$ cat src/rtl/timestamp_capture_tx.sv
// timestamp_capture_tx: periodic sync pulse plus multi-channel edge timestamping,
// FIFO-buffered and sent out as multi-byte 8N1 UART frames.
module timestamp_capture_tx #(
  parameter int N_CH         = 4,
  parameter int CNT_W        = 14,
  parameter int PERIOD       = 10240,
  parameter int PULSE_W      = 2,
  parameter int DEPTH        = 16,
  parameter int CLKS_PER_BIT = 434
) (
  input  logic            clk,
  input  logic            rst,
  input  logic [N_CH-1:0] ext,
  output logic            ti,
  output logic            tx,
  output logic            busy,
  output logic            overflow,
  output logic [7:0]      drop_cnt
);
  localparam int CH_W = (N_CH > 1) ? $clog2(N_CH) : 1;
  localparam int EW   = CH_W + CNT_W;
  localparam int NB   = (CNT_W + 7) / 8;
  localparam int FW   = 8 * NB;
  localparam int AW   = $clog2(DEPTH);
  localparam int CW   = $clog2(CLKS_PER_BIT);
  localparam int LW   = $clog2(NB + 1);
  localparam logic [CNT_W-1:0] C_LAST = CNT_W'(PERIOD - 1);
  localparam logic [CNT_W-1:0] C_PW   = CNT_W'(PULSE_W);
  localparam logic [CW-1:0]    C_BIT  = CW'(CLKS_PER_BIT - 1);

  typedef enum logic [2:0] {S_IDLE, S_LOAD, S_START, S_DATA, S_STOP} state_t;

  logic [CNT_W-1:0] r_cnt;
  logic             r_ti;
  logic [N_CH-1:0]  r_s1, r_s2, r_s3, r_pend;
  logic [CNT_W-1:0] r_cap [N_CH];
  logic             r_ovf;
  logic [7:0]       r_drop;
  logic [EW-1:0]    r_mem [DEPTH];
  logic [AW:0]      r_wp, r_rp;
  state_t           r_state;
  logic             r_tx, r_busy;
  logic [FW+7:0]    r_frame;
  logic [7:0]       r_sh;
  logic [2:0]       r_bit;
  logic [CW-1:0]    r_clk;
  logic [LW-1:0]    r_left;

  logic [N_CH-1:0]  w_edge, w_hold, w_drop, w_clr;
  logic [CH_W-1:0]  w_sel;
  logic [4:0]       w_ndrop;
  logic [8:0]       w_dsum;
  logic [EW-1:0]    w_rd;
  logic             w_full, w_empty, w_push, w_pop, w_bit_end;

  always_ff @(posedge clk) begin
    if (rst) begin
      r_cnt <= '0;
      r_ti  <= 1'b0;
      r_s1  <= '0;
      r_s2  <= '0;
      r_s3  <= '0;
    end else begin
      r_cnt <= (r_cnt == C_LAST) ? '0 : r_cnt + 1'b1;
      r_ti  <= r_cnt < C_PW;
      r_s1  <= ext;
      r_s2  <= r_s1;
      r_s3  <= r_s2;
    end
  end

  // lowest-index pending channel wins the FIFO slot
  always_comb begin
    w_sel = '0;
    for (int i = N_CH - 1; i >= 0; i--) w_sel = r_pend[i] ? CH_W'(i) : w_sel;
  end

  always_comb begin
    w_ndrop = '0;
    for (int i = 0; i < N_CH; i++) w_ndrop = w_ndrop + 5'(w_drop[i]);
  end

  assign w_edge    = r_s2 & ~r_s3;
  assign w_full    = (r_wp - r_rp) == (AW+1)'(DEPTH);
  assign w_empty   = r_wp == r_rp;
  assign w_push    = (|r_pend) & ~w_full;
  assign w_clr     = w_push ? N_CH'(1) << w_sel : '0;
  assign w_hold    = r_pend & ~w_clr;
  assign w_drop    = w_edge & w_hold;
  assign w_dsum    = {1'b0, r_drop} + 9'(w_ndrop);
  assign w_pop     = (r_state == S_IDLE) && !w_empty;
  assign w_rd      = r_mem[r_rp[AW-1:0]];
  assign w_bit_end = r_clk == C_BIT;

  // a channel whose pend is being pushed this cycle can re-arm without a drop
  always_ff @(posedge clk) begin
    if (rst) begin
      r_pend <= '0;
      r_ovf  <= 1'b0;
      r_drop <= '0;
      for (int i = 0; i < N_CH; i++) r_cap[i] <= '0;
    end else begin
      r_pend <= w_edge | w_hold;
      r_ovf  <= r_ovf | (|w_drop);
      r_drop <= w_dsum[8] ? 8'hFF : w_dsum[7:0];
      for (int i = 0; i < N_CH; i++) if (w_edge[i] && !w_hold[i]) r_cap[i] <= r_cnt;
    end
  end

  always_ff @(posedge clk) if (w_push) r_mem[r_wp[AW-1:0]] <= {w_sel, r_cap[w_sel]};

  always_ff @(posedge clk) begin
    if (rst) begin
      r_wp <= '0;
      r_rp <= '0;
    end else begin
      r_wp <= r_wp + (AW+1)'(w_push);
      r_rp <= r_rp + (AW+1)'(w_pop);
    end
  end

  always_ff @(posedge clk) begin
    if (rst) begin
      r_state <= S_IDLE;
      r_tx    <= 1'b1;
      r_busy  <= 1'b0;
      r_frame <= '0;
      r_sh    <= '0;
      r_bit   <= '0;
      r_clk   <= '0;
      r_left  <= '0;
    end else begin
      case (r_state)
        S_IDLE: if (w_pop) begin
          r_frame <= {4'hA, 4'(w_rd[EW-1 -: CH_W]), FW'(w_rd[CNT_W-1:0])};
          r_left  <= LW'(NB);
          r_busy  <= 1'b1;
          r_state <= S_LOAD;
        end
        S_LOAD: begin
          r_sh    <= r_frame[FW+7 -: 8];
          r_frame <= r_frame << 8;
          r_tx    <= 1'b0;
          r_clk   <= '0;
          r_state <= S_START;
        end
        S_START: begin
          r_clk <= w_bit_end ? '0 : r_clk + 1'b1;
          if (w_bit_end) begin
            r_tx    <= r_sh[0];
            r_sh    <= r_sh >> 1;
            r_bit   <= '0;
            r_state <= S_DATA;
          end
        end
        S_DATA: begin
          r_clk <= w_bit_end ? '0 : r_clk + 1'b1;
          if (w_bit_end) begin
            r_tx    <= (r_bit == 3'd7) ? 1'b1 : r_sh[0];
            r_sh    <= r_sh >> 1;
            r_bit   <= r_bit + 1'b1;
            r_state <= (r_bit == 3'd7) ? S_STOP : S_DATA;
          end
        end
        S_STOP: begin
          r_clk <= w_bit_end ? '0 : r_clk + 1'b1;
          if (w_bit_end) begin
            r_state <= (r_left != '0) ? S_LOAD : S_IDLE;
            r_busy  <= r_left != '0;
            if (r_left != '0) r_left <= r_left - 1'b1;
          end
        end
        default: r_state <= S_IDLE;
      endcase
    end
  end

  assign ti       = r_ti;
  assign tx       = r_tx;
  assign busy     = r_busy;
  assign overflow = r_ovf;
  assign drop_cnt = r_drop;
endmodule

$ cat config.mk
export PLATFORM = sky130hd
export DESIGN_NAME = timestamp_capture_tx
export DESIGN_NICKNAME = d
export VERILOG_FILES = /design/src/rtl/timestamp_capture_tx.sv
export SDC_FILE = /design/constraint.sdc
export NUM_CORES = 1
export LEC_CHECK = 0
export ABC_CLOCK_PERIOD_IN_PS = 9700
export BUFFER_PORTS_ARGS = -buffer_cell sky130_fd_sc_hd__buf_2
export CAP_MARGIN = 0
export CORE_MARGIN = 2
export CORE_UTILIZATION = 44
export DETAILED_ROUTE_END_ITERATION = 16
export PLACE_DENSITY = 0.6
export SLEW_MARGIN = 10
export SYNTH_ARGS = -nofsm -noshare
export SYNTH_HDL_FRONTEND = slang
export SYNTH_SLANG_ARGS = --single-unit
$ cat constraint.sdc
create_clock -name clk -period 9.7 [get_ports clk]
set_input_delay 1.94 -clock clk [delete_from_list [all_inputs] [get_ports clk]]
set_output_delay 1.94 -clock clk [all_outputs]
set_load 0.1 [all_outputs]
# Yosys cells after proc, flatten, opt, wreduce, memory -nomap -nowiden
# Memories as Yosys holds them, arrays and structs flattened. A register that Yosys moved wholly into a read port is not among the register bits.
# Cells that the tools add are included.
# classes
muxes	54
n_reduce_logical	30
n_eq_ne	15
bitwise	13
shift	1
addsub	11
n_lt_le_gt_ge	1
# ops
operator	count
14-bit 2-to-1 mux	4
24-bit one-hot mux with 2 select lines	1
24-bit 2-to-1 mux	1
1-bit 2-to-1 mux	22
3-bit 2-to-1 mux	7
9-bit one-hot mux with 2 select lines	1
8-bit 2-to-1 mux	2
8-bit one-hot mux with 2 select lines	1
3-bit one-hot mux with 5 select lines	1
14-bit by 1-bit adder with 14-bit output (second input constant)	1
14-bit == test (second input constant)	1
14-bit by 2-bit < comparator with 1-bit output (second input constant)	1
2-bit 2-to-1 mux	7
4-bit AND	3
2-bit nonzero test	6
5-bit by 1-bit adder with 5-bit output	2
2-bit inequality test (second input constant)	5
8-bit by 4-bit adder with 9-bit output	1
9-bit by 1-bit adder with 9-bit output (second input constant)	1
9-bit == test (second input constant)	1
9-bit 2-to-1 mux	1
3-bit AND reduction	3
4-bit 2-to-1 mux	2
4-bit NOT	2
other kinds (30)	48
# totals
word_cells	145
mem_count	2
regBits	101
input_bits	6
out_inout_bits	12
mem_bits_rw	312
# memory_table
name	depth	width	read_ports	rd_clocked_by_memory_dff	write_ports	line_no	source
r_mem	16	16	1	1	1	39	logic [EW-1:0] r_mem [DEPTH];
r_cap	4	14	1	0	4	36	logic [CNT_W-1:0] r_cap [N_CH];

# Logic depth before layout (Yosys ltp)
# depth
ltp_word	14
depth_mapped	18

# Worst setup path after synthesis
# No wires, ideal clock.
# synth_timing
path_type	register to register
startpoint	reg r_rp[1]
endpoint	reg r_drop[0], in the netlist drop_cnt[0]
stages_incl_launch_ff	17
synth_period_minus_slack_ps	4540
n_path_buf	2
arrival_time_ps	4466
slack_ps	5160
t_required_ps	9625
cell_sequence	dfxtp_1 > buf_2 > buf_2 > clkinv_1 > ha_1 > nor2b_1 > o21bai_4 > and3_4 > o41ai_4 > or3b_1 > fa_1 > fa_1 > inv_1 > fa_1 > and4_1 > nand4_1 > a21oi_1
# synth_via
elab_chain_cells	13
# synth_lines
element	line_no	source
start, declared	40	logic [AW:0] r_wp, r_rp;
start signal, assigned	118	r_rp <= r_rp + (AW+1)'(w_pop);
5-bit subtractor *	84	assign w_full = (r_wp - r_rp) == (AW+1)'(DEPTH);
5-bit == test *	84	
1-bit NOT *	86	assign w_push = (|r_pend) & ~w_full;
1-bit AND *	86	
4-bit 2-to-1 mux *	87	assign w_clr = w_push ? N_CH'(1) << w_sel : '0;
4-bit NOT *	88	assign w_hold = r_pend & ~w_clr;
4-bit AND *	88	
4-bit AND *	89	assign w_drop = w_edge & w_hold;
1-bit by 1-bit adder with 2-bit output	80	for (int i = 0; i < N_CH; i++) w_ndrop = w_ndrop + 5'(w_drop[i]);
2-bit by 1-bit adder with 3-bit output	80	
3-bit by 1-bit adder with 4-bit output *	80	
8-bit by 4-bit adder with 9-bit output *	90	assign w_dsum = {1'b0, r_drop} + 9'(w_ndrop);
8-bit 2-to-1 mux *	105	r_drop <= w_dsum[8] ? 8'hFF : w_dsum[7:0];
end signal, assigned	105	
end, declared	38	logic [7:0] r_drop;
# Every way passes the cells marked *; elsewhere a longest branch is shown, timed or not.
# A chain may end at the register's enable or synchronous reset.

# Worst setup path in the final report
# layout_timing
startpoint	reg r_rp[1]
endpoint	reg r_drop[1], in the netlist drop_cnt[1]
# Same word-level chain as after synthesis.

==> flow_metrics.env <==
export IMPL_worstMarginPinSlew_ns=1.21
export IMPL_die_w_um=200
export IMPL_drive_above_1_share_pct=16.9
export IMPL_rsz0062_at_grt="false"
export IMPL_hold_viol_final=0
export IMPL_syn2layout_area_growth_pct=11.5
export IMPL_crit_path_frequent_cell="fa_1"
export IMPL_avgViaCountPerCell=5.49
export IMPL_yosys_warnings=0
export IMPL_instances_no_fill=1722
export IMPL_crit_arrival_ns=5.90
export IMPL_max_freq_mhz=184
export IMPL_r2r_setup_slack_ns=4.27
export IMPL_path_depth=15
export IMPL_cp_end_kind="flop"
export IMPL_ant_nets=0
export IMPL_wl_per_cell_um=20.8
export IMPL_start_kind="flop"
export IMPL_worst_ep_required_time_ns=10.17
export IMPL_setup_viol=0
export IMPL_syn_num_nets=1188
export IMPL_ctsResizeCount=0
export IMPL_power_density_nw_per_um2=228
export IMPL_finalPower_mw=4.32
export IMPL_layout_nets=1200
export IMPL_ir_drop_mv=0.141
export IMPL_holdCritPathClass="flop to flop"
export IMPL_crit_family="adder cells"
export IMPL_drc=0
export IMPL_ctsLongestPathBuffers=3
export IMPL_cap_violations=0
export IMPL_ios=18
export IMPL_clock_skew_ns=0.0203
export IMPL_grt_pass1_vias=9683
export IMPL_design_area_um2=18900
export IMPL_antenna_found_initial=0
export IMPL_reg2regPathDepth=15
export IMPL_ys_flop_type="edfxtp_1"
export IMPL_post_cts_setup_buffers=0
export IMPL_drtIter0Drc=696
export IMPL_status="completed"
export IMPL_cts_hold_buf=0
export IMPL_hold_path_depth=1
export IMPL_p_leak_nw=6.37
export IMPL_cp_slowest_cell="buf_4"
export IMPL_portBuffers=17
export IMPL_synth_common_cells="edfxtp_1, dfxtp_1, nor2_1"
export IMPL_grt_pass1_wl_um=56100
export IMPL_grt_overflow=0
export IMPL_cts_root_buffer="clkbuf_16"
export IMPL_cts_sinks=413
export IMPL_gp_congestion=0.767
export IMPL_path_max_fanout=58
export IMPL_fin_crit_ns=5.43
export IMPL_seq_area_um2=11400
export IMPL_cts_made_buffers=44
export IMPL_synth_enable_flop_cells=312
export IMPL_synth_most_common_cell="edfxtp_1"
export IMPL_async_reset_ff_share_pct=0
export IMPL_synth_area_um2=17000
export IMPL_start_util_pct=44.8
export IMPL_via_count=9454
export IMPL_die_y_um=200
export IMPL_fin_setup_tns_ns=0
export IMPL_core_area_um2=37800
export IMPL_ys_types=64
export IMPL_period_share_pct=56.0
export IMPL_syn_avg_cell_area_um2=14.6
export IMPL_place_inst=1641
export IMPL_htree_levels=2
export IMPL_multi_input_area_um2=5290
export IMPL_dr_pass1_iters=5
export IMPL_slowest_delay_ns=0.66
export IMPL_nFillCells=3259
export IMPL_dp_hpwl_um=21800
export IMPL_slew_violations=0
export IMPL_clk_latency_ns=0.56
export IMPL_cts_tree="built"
export IMPL_ys_seq_area_share_pct=67.1
export IMPL_placed_area_um2=17600
export IMPL_worstPathCellList="buf_4, clkinv_1, ha_1, nor2b_1, o21bai_4, and3_4, o41ai_4, or3b_1, fa_1, fa_1, inv_1, fa_1, and4_1, nand4_1, a21oi_1"
export IMPL_synth_cells=1164
export IMPL_track_usage_pct=18.2
export IMPL_routed_wl_um=35900
export IMPL_cp_buffers_inverters=3
export IMPL_rows=71
export IMPL_die_area_um2=40100
export IMPL_worstSetupPathType="flop to flop"
export IMPL_synth_top_cell_area_share_pct=55.2
export IMPL_path_clk_slew_ns=0.06
export IMPL_synthTopCellsByArea="edfxtp_1, dfxtp_1, mux4_2, and2_1, nor2_1"
export IMPL_grt_max_degree=74
export IMPL_max_slew_margin_pct=18.9
export IMPL_antennaDiodeCount=0
export IMPL_synth_top_area_cell="edfxtp_1"
export IMPL_ys_ff_latch=413
-- final timing paths --
| path | from | endpoint |
|---|---|---|
| min | r_s1[0]$_SDFF_PP0_ | r_s2[0]$_SDFF_PP0_ |
| max | r_rp[1]$_SDFF_PP0_ | drop_cnt[1]$_SDFF_PP0_ |
| min reg2reg | r_s1[0]$_SDFF_PP0_ | r_s2[0]$_SDFF_PP0_ |
| max reg2reg | r_rp[1]$_SDFF_PP0_ | drop_cnt[1]$_SDFF_PP0_ |
-- per-stage QoR --
step,hold WS [ns],utilization [%],setup WS [ns]
final,0.438,50.0,4.27
after global routing,0.460,50.0,3.80
after CTS,0.447,50.0,4.24
after detailed placement,0.432,46.4,4.27
after global placement,0.421,46.4,4.39
after floorplan,0.414,-,5.16
-- cells by family (layout without fill, tap and decap cells) --
kind of cell,Yosys count,in the layout,share of synthesized area [%]
flip-flops,413,413,67.1
AND/OR/NAND/NOR,385,385,11.5
AO/OA/AOI/OAI,144,144,5.58
multiplexers,94,94,10.8
buffers and inverters,81,128,2.01
XOR/XNOR,29,29,1.54
adder cells (fa/ha/maj),18,18,1.46
-- metal layers --
metal | track usage [%] | vias up | routed length [µm]
met5 | 0 | - | 0
met4 | 5.16 | 0 | 809
met3 | 3.90 | 51 | 2050
met2 | 30.5 | 215 | 17400
met1 | 24.0 | 4785 | 15700
li1 | - | 4403 | -
-- registers in the layout, indices dropped and copies added (netlist names) --
signal and flops:
r_bit 3, busy 1, ti 1, r_left 2, drop_cnt 8, r_s1 4, r_cap 56, r_frame 24
r_state 3, overflow 1, r_rp 5, r_s2 4, r_pend 4, r_cnt 14, r_wp 5, r_s3 4
tx 1, r_clk 9, r_sh 8, r_mem 256
-- power by group --
group / internal, mW / leakage [nW] / switching, mW
Clock: 0.918 / 0.651 / 0.657
Sequential: 2.01 / 3.75 / 0.0609
Combinational: 0.252 / 1.98 / 0.425
-- cell usage in the layout, fill, tap and decap left out, types with 18 or more instances in the layout --
| cell | count |
|---|---|
| edfxtp_1 | 312 |
| nand2_1 | 82 |
| dfxtp_1 | 99 |
| clkbuf_16 | 45 |
| mux2i_1 | 22 |
| nor2b_1 | 22 |
| nor2_1 | 84 |
| clkbuf_1 | 21 |
| a21o_1 | 18 |
| o21ai_0 | 34 |
| and2_1 | 60 |
| nand3_1 | 41 |
| mux4_2 | 71 |
| a21oi_1 | 49 |
-- cell type report --
type	count	share of cell area, %
clock buffers	67	6.41
clock inverters	14	0.675
inverters	16	0.317
multi-input cells	670	28.0
flip-flops and latches	413	60.2
well taps	511	3.38
repair buffers	31	1.02
Note: power is estimated with default switching activity, not from simulation.
